## src/rtl/alu_cmd_acc.sv

```systemverilog
// alu_cmd_acc: command FIFO, sequencer and accumulator around an external combinational ALU
module alu_cmd_acc #(
    parameter int DEPTH = 4
) (
    input  logic       Clock,
    input  logic       Reset_b,
    input  logic       cmd_valid,
    output logic       cmd_ready,
    input  logic [2:0] cmd_func,
    input  logic [3:0] cmd_a,
    output logic [3:0] alu_a,
    output logic [3:0] alu_b,
    output logic [2:0] alu_func,
    input  logic [7:0] alu_out,
    output logic       res_valid,
    input  logic       res_ready,
    output logic [7:0] res_data,
    output logic [7:0] op_count
);
    localparam int AW = $clog2(DEPTH);
    typedef enum logic [1:0] {IDLE, EXEC, RESP} state_t;
    state_t state, state_nxt;
    logic [6:0] mem [DEPTH];
    logic [AW-1:0] wr_ptr, rd_ptr;
    logic [AW:0] count;
    logic [7:0] acc;
    logic [3:0] op_a;
    logic [2:0] op_func;
    logic empty, full, push, pop;
    assign empty = count == '0;
    assign full = count == (AW+1)'(DEPTH);
    assign cmd_ready = !full;
    assign push = cmd_valid && !full;
    assign alu_a = op_a;
    assign alu_b = acc[3:0];
    assign alu_func = op_func;
    assign res_valid = state == RESP;
    assign res_data = acc;
    always_comb begin
        state_nxt = state;
        pop = 1'b0;
        case (state)
            IDLE: begin
                pop = !empty;
                state_nxt = empty ? IDLE : EXEC;
            end
            EXEC: state_nxt = RESP;
            RESP: begin
                pop = res_ready && !empty;
                state_nxt = !res_ready ? RESP : empty ? IDLE : EXEC;
            end
            default: state_nxt = IDLE;
        endcase
    end
    always_ff @(posedge Clock)
        if (push) mem[wr_ptr] <= {cmd_func, cmd_a};
    always_ff @(posedge Clock or negedge Reset_b)
        if (!Reset_b) begin
            wr_ptr <= '0;
            rd_ptr <= '0;
            count <= '0;
        end else begin
            if (push) wr_ptr <= wr_ptr + AW'(1);
            if (pop) rd_ptr <= rd_ptr + AW'(1);
            count <= count + (AW+1)'(push) - (AW+1)'(pop);
        end
    // LOAD and CLEAR bypass the ALU result entirely
    always_ff @(posedge Clock or negedge Reset_b)
        if (!Reset_b) begin
            state <= IDLE;
            acc <= 8'h00;
            op_a <= 4'h0;
            op_func <= 3'b000;
            op_count <= 8'h00;
        end else begin
            state <= state_nxt;
            if (pop) {op_func, op_a} <= mem[rd_ptr];
            if (state == EXEC)
                acc <= op_func == 3'b110 ? {4'h0, op_a} : op_func == 3'b111 ? 8'h00 : alu_out;
            if (state == RESP && res_ready) op_count <= op_count + 8'd1;
        end
endmodule
```

## config.mk

```make
export PLATFORM = sky130hd
export DESIGN_NAME = alu_cmd_acc
export DESIGN_NICKNAME = d
export VERILOG_FILES = /design/src/rtl/alu_cmd_acc.sv
export SDC_FILE = /design/constraint.sdc
export NUM_CORES = 1
export LEC_CHECK = 0
export BUFFER_PORTS_ARGS = -buffer_cell sky130_fd_sc_hd__buf_2
export CORE_MARGIN = 5
export CORE_UTILIZATION = 31
export CTS_CLUSTER_SIZE = 8
export DETAILED_ROUTE_END_ITERATION = 8
export MAX_ROUTING_LAYER = met4
export PLACE_DENSITY = 0.53
export SLEW_MARGIN = 20
export SYNTH_ARGS = -nofsm -noshare
export SYNTH_HDL_FRONTEND = slang
export SYNTH_SLANG_ARGS = --single-unit
```

## constraint.sdc

```tcl
create_clock -name Clock -period 5.4 [get_ports Clock]
set_clock_uncertainty 0.1 [all_clocks]
set_input_delay 1.08 -clock Clock [delete_from_list [all_inputs] [get_ports Clock]]
set_output_delay 1.08 -clock Clock [all_outputs]
set_load 0.02 [all_outputs]
```

==> Word level (Yosys, flattened, before mapping) <==
Memories as Yosys holds them, arrays and structs flattened. A register that Yosys moved wholly into a read port is not among the register bits.
Cells that the tools add are included.
{ "op_classes": {"n_addsub": 5, "mux": 8, "reduce_logical": 8, "eq_ne": 5} }
{ "ops": {"columns": ["op", "n"], "rows": [
  ["2-to-1 mux 8 bit", 2],
  ["== test 3 bit (second input constant)", 3],
  ["adder 8 x 1 -> 8 bit (second input constant)", 1],
  ["case mux 2 bit (3 select lines)", 1],
  ["adder 2 x 1 -> 2 bit (second input constant)", 2],
  ["adder 3 x 1 -> 3 bit", 1],
  ["logical AND 1 bit", 3],
  ["zero test 1 bit", 3],
  ["zero test 3 bit", 1],
  ["2-to-1 mux 1 bit", 3],
  ["subtractor 3 x 1 -> 3 bit", 1],
  ["== test 2 x 1 -> 1 bit (second input constant)", 1],
  ["== test 2 bit (second input constant)", 1],
  ["zero test 2 bit", 1],
  ["2-to-1 mux 2 bit", 1],
  ["case mux 1 bit (2 select lines)", 1]
]} }
{ "word_totals": {"mem_bits_rw": 28, "register_bits": 25, "mem_count": 1, "output_inout_bits": 29} }
{ "memory_table": {"columns": ["memory", "depth", "width", "read_ports", "rd_ports_with_merged_regs", "write_ports", "line_no", "source"], "rows": [
  ["mem", 4, 7, 1, 1, 1, "23", "logic [6:0] mem [DEPTH];"]
]} }

==> Longest topological paths before layout <==
{ "logic_depth": {"depth_word": 5, "depth_mapped": 10, "ltp_nobuf": 10} }

==> Worst setup path before layout <==
OpenSTA, ideal clock, no wires.
{ "synth_timing": {"path_kind": "input-to-reg", "from": "in res_ready", "to": "reg count[2]", "required_ns": 5.175, "stages": 9, "n_path_buf": 0, "arrival_ns": 2.563, "setup_slack_ns": 2.612, "path_cell_list": "nor2b_1 > nor3_4 > ha_1 > inv_1 > ha_1 > inv_1 > fa_1 > xnor2_1 > xnor2_1"} }
{ "synth_via": {"elab_chain_len": 3} }
{ "synth_rtl": {"columns": ["item", "line_no", "source"], "rows": [
  ["start: declaration", "16", "input logic res_ready,"],
  ["logical AND 1 bit", "49", "pop = res_ready && !empty;"],
  ["case mux 1 bit (2 select lines)", "42", "case (state)"],
  ["net pop", "29", "logic empty, full, push, pop;"],
  ["subtractor 3 x 1 -> 3 bit", "65", "count <= count + (AW+1)'(push) - (AW+1)'(pop);"],
  ["end signal: assignment", "65", null],
  ["end: declaration", "25", "logic [AW:0] count;"]
]} }
The timed path passes the listed nets, and every way through them passes these cells.
A chain may end at the register's enable or synchronous reset.

==> Worst setup path after layout <==
Ends and elaborated chain as after synthesis.

==> qor_table.md <==
| Parameter | Reported | Unit |
|---|---|---|
| Grt met1 use | 13.4 | % |
| Synthesis-stage register bit count | 60 | - |
| Initial antenna violation count | 0 | - |
| Overflow left after global routing | 0 | - |
| Hold buffers post-CTS | 0 | - |
| Detailed-routing iteration count for the pre-antenna-repair pass | 4 | - |
| Launch point of the worst reg-to-reg path | count[1]$_DFF_PN0_ | - |
| Transition time at the pin with the least slew margin | 0.726 | ns |
| Period Utilization, post-route | 50.3 | % |
| TritonCTS Sinks | 60 | - |
| Synth top area share | 33.6 | % |
| Aggregate negative setup slack | 0 | ns |
| Share of final-layout standard cells stronger than drive strength 1 | 37.8 | % |
| IO Pins | 48 | - |
| Count of warnings emitted by yosys | 0 | - |
| Nature of the critical path startpoint | primary input | - |
| Required time at the endpoint of the critical path | 5.51 | ns |
| Insertion delay to the later sink of the worst-skew pair | 0.32 | ns |
| PwrDens | 618 | nW/um2 |
| Worst Path Arrival | 2.82 | ns |
| Vertical extent of the die | 99.8 | um |
| DP HPWL | 3.31 | mm |
| CTS tree | done | - |
| Maximum vdd ir drop | 0.317 | mV |
| Total Die Area | 9970 | um2 |
| Final hold slack | 0.370 | ns |
| Worst hold-check path type | flop to flop | - |
| CP endpoint | count[2]$_DFF_PN0_ | - |
| Number of distinct library cells after synthesis | 33 | - |
| CTS Root Cell | clkbuf_8 | - |
| Number of remaining DRC errors | 0 | - |
| Met2 routing resource usage after global routing | 14.8 | % |
| Largest buffer count on any clock path | 2 | - |
| Final net count | 239 | - |
| Number of resized instances in the post-cts repair step | 0 | - |
| Count of port buffers added during placement | 47 | - |
| Weighted congestion at the end of routability-driven global placement | 0.675 | - |
| Static power due to leakage | 0.00132 | uW |
| End of the worst register-to-register path | count[2]$_DFF_PN0_ | - |
| Total of fill cells in the finished design | 766 | - |
| Setup Fix Bufs, Post-CTS | 0 | - |
| Met3 usage in global routing | 4.03 | % |
| Peak-usage layer in the global routing report | met2 | - |
| Count of antenna diodes in the layout | 0 | - |
| Die Width | 99.8 | um |
| Type of the worst setup path | primary input to flop | - |
| Crit end category | flop | - |
| Number of hold-slack violations in the final timing report | 0 | - |
| Gate count after technology mapping | 161 | - |
| Maximum number of pins on one net before global-route repair | 33 | - |
| Vias in the first global route | 1475 | - |
| Number of levels in the clock H-tree | 3 | - |
| All-Layer GR Usage | 10.3 | % |
| Routed wirelength normalized by instance count | 14.4 | um |
| Storage element area | 1640 | um2 |
| WL final | 4.60 | mm |
| Shortest clock period the worst path allows after layout | 2.72 | ns |
| Summed instance area of the synthesized netlist | 2500 | um2 |
| Upper clock frequency limit | 0.368 | GHz |
| RSZ-0062 raised after global routing | false | - |
| Cts bufs inserted | 9 | - |
| Core Area | 7810 | um2 |
| Final slew viol count | 0 | - |
| Total setup violations reported at the end of the flow | 0 | - |
| Result of the run | finished, final reports clean | - |
| Site row count | 32 | - |
| Total of max-cap violations | 0 | - |
| Relative max-transition margin | 51.6 | % |
| Clock input transition at the sequential cells of the worst setup and hold paths | 0.07 | ns |
| Synth Net Count | 188 | - |
| Effective utilization at floorplan | 32.0 | % |
| Detailed-route via count | 1427 | - |
| Area taken by multi-input logic gates | 787 | um2 |
| Crit path max fanout | 9 | - |
| Worst reg-to-reg path cell count | 9 | - |
| Library cell occupying the most area in the post-synthesis netlist | edfxtp_1 | - |
| Relative area change from synthesis to final layout | 22.1 | % |
| Worst setup slack for register-to-register paths | 2.93 | ns |
| Number of vias per cell after detailed routing | 4.47 | - |
| CP startpoint | res_ready | - |
| Syn_area_per_cell | 15.5 | um2 |
| Initial DRC Count | 34 | - |
| Antenna-violating nets left | 0 | - |
| Sequential element share of the synthesized area | 65.6 | % |
| Synth top area cells | edfxtp_1, dfrtp_1, mux4_2, ha_1, mux2_2 | - |
| Wire length of the first global-routing pass | 7.58 | mm |
==> power by group <==
part / total [uW] / switching, uW / internal (uW) / leakage [uW]
sequential: 778 / 141 / 636 / 0.000646
combinational: 640 / 339 / 300 / 0.000566
clock: 471 / 166 / 305 / 0.000111
total: 1890 / 646 / 1240 / 0.00132
==> worst min-delay path by stage <==
stage,from,end,slack (ns),cells after the start
after floorplan,count[0]$_DFF_PN0_,count[0]$_DFF_PN0_,0.40,1
after global placement,op_count[7]$_DFFE_PN0P_,op_count[7]$_DFFE_PN0P_,0.35,1
after detailed placement,op_count[7]$_DFFE_PN0P_,op_count[7]$_DFFE_PN0P_,0.36,1
after CTS,op_count[7]$_DFFE_PN0P_,op_count[7]$_DFFE_PN0P_,0.37,1
after global routing,op_count[7]$_DFFE_PN0P_,op_count[7]$_DFFE_PN0P_,0.38,1
final,op_count[7]$_DFFE_PN0P_,op_count[7]$_DFFE_PN0P_,0.37,1
==> worst max-delay path, stage by stage <==
cell and delay [ns]:
buf_2 0.10, nor2b_1 0.08, nor3_4 0.37, ha_1 0.32, inv_1 0.05, ha_1 0.13
inv_1 0.05, fa_1 0.37, xnor2_1 0.14, xnor2_1 0.12
==> state kept, by name, summed over array words and instances (netlist names) <==
register  count
mem          28
op_count      8
res_data      8
alu_a         4
alu_func      3
count         3
rd_ptr        2
state         2
wr_ptr        2
==> synthesized netlist by cell type (all sizes together) <==
cell type / count
nor2: 1
ha: 7
mux2: 8
o21ai: 5
nor4: 1
nor3: 5
nand3b: 1
mux4: 7
buf: 6
dfrtp: 32
clkbuf: 1
nand2b: 2
nor2b: 1
a21oi: 5
and2: 1
and4b: 4
edfxtp: 28
nor4b: 1
or3b: 1
xnor2: 7
and3b: 1
inv: 8
nand3: 2
and3: 4
nand2: 11
nand4: 1
a22o: 4
fa: 1
xor2: 5
==> layout make-up <==
cell class | count | share of cell area [%]
repair buffers | 47 | 7.70
inverters | 8 | 0.983
well taps | 102 | 4.18
flip-flops and latches | 60 | 53.7
multi-input cells | 86 | 25.8
clock inverters | 5 | 3.32
clock buffers | 11 | 4.30
==> kinds of logic (layout without fill, tap and decap cells) <==
| group | count (synthesis) | in the layout | share of synthesized area, % |
|---|---|---|---|
| flops | 60 | 60 | 65.6 |
| simple gates | 37 | 37 | 9.51 |
| mux | 15 | 15 | 10.1 |
| buf+inv | 15 | 71 | 2.90 |
| compound gates | 14 | 14 | 3.40 |
| xor+xnor | 12 | 12 | 4.20 |
| fa+ha+maj | 8 | 8 | 4.30 |
==> metrics by stage <==
step	utilization [%]	setup WS [ns]	cells	area [um2]	power, uW
6_report	39.1	2.68	319	3050	1890
5_1_grt	39.1	2.48	319	3050	2030
4_1_cts	39.1	2.68	319	3050	1930
3_5_place_dp	36.1	2.33	303	2820	1450
3_3_place_gp	36.1	2.36	303	2820	1440
2_1_floorplan	-	2.61	161	2500	1250
==> layout by cell type, fill, tap and decap left out, types with 3 or more instances in the layout <==
cell / n
inv_1: 8
nand2_1: 11
bufinv_16: 3
and3_2: 4
mux4_2: 7
ha_1: 7
a21oi_1: 5
nor3_1: 4
clkbuf_8: 9
xor2_1: 5
a22o_1: 4
xnor2_1: 7
edfxtp_1: 28
o21ai_0: 5
dfrtp_1: 32
and4b_1: 4
buf_2: 47
mux2_2: 7
==> routing by layer <==
metal	routed length (um)	vias to the layer above
li1	-	684
met1	2100	696
met2	2150	42
met3	328	5
met4	14	0
met5	0	-
Note: power is estimated with default switching activity, not from simulation.
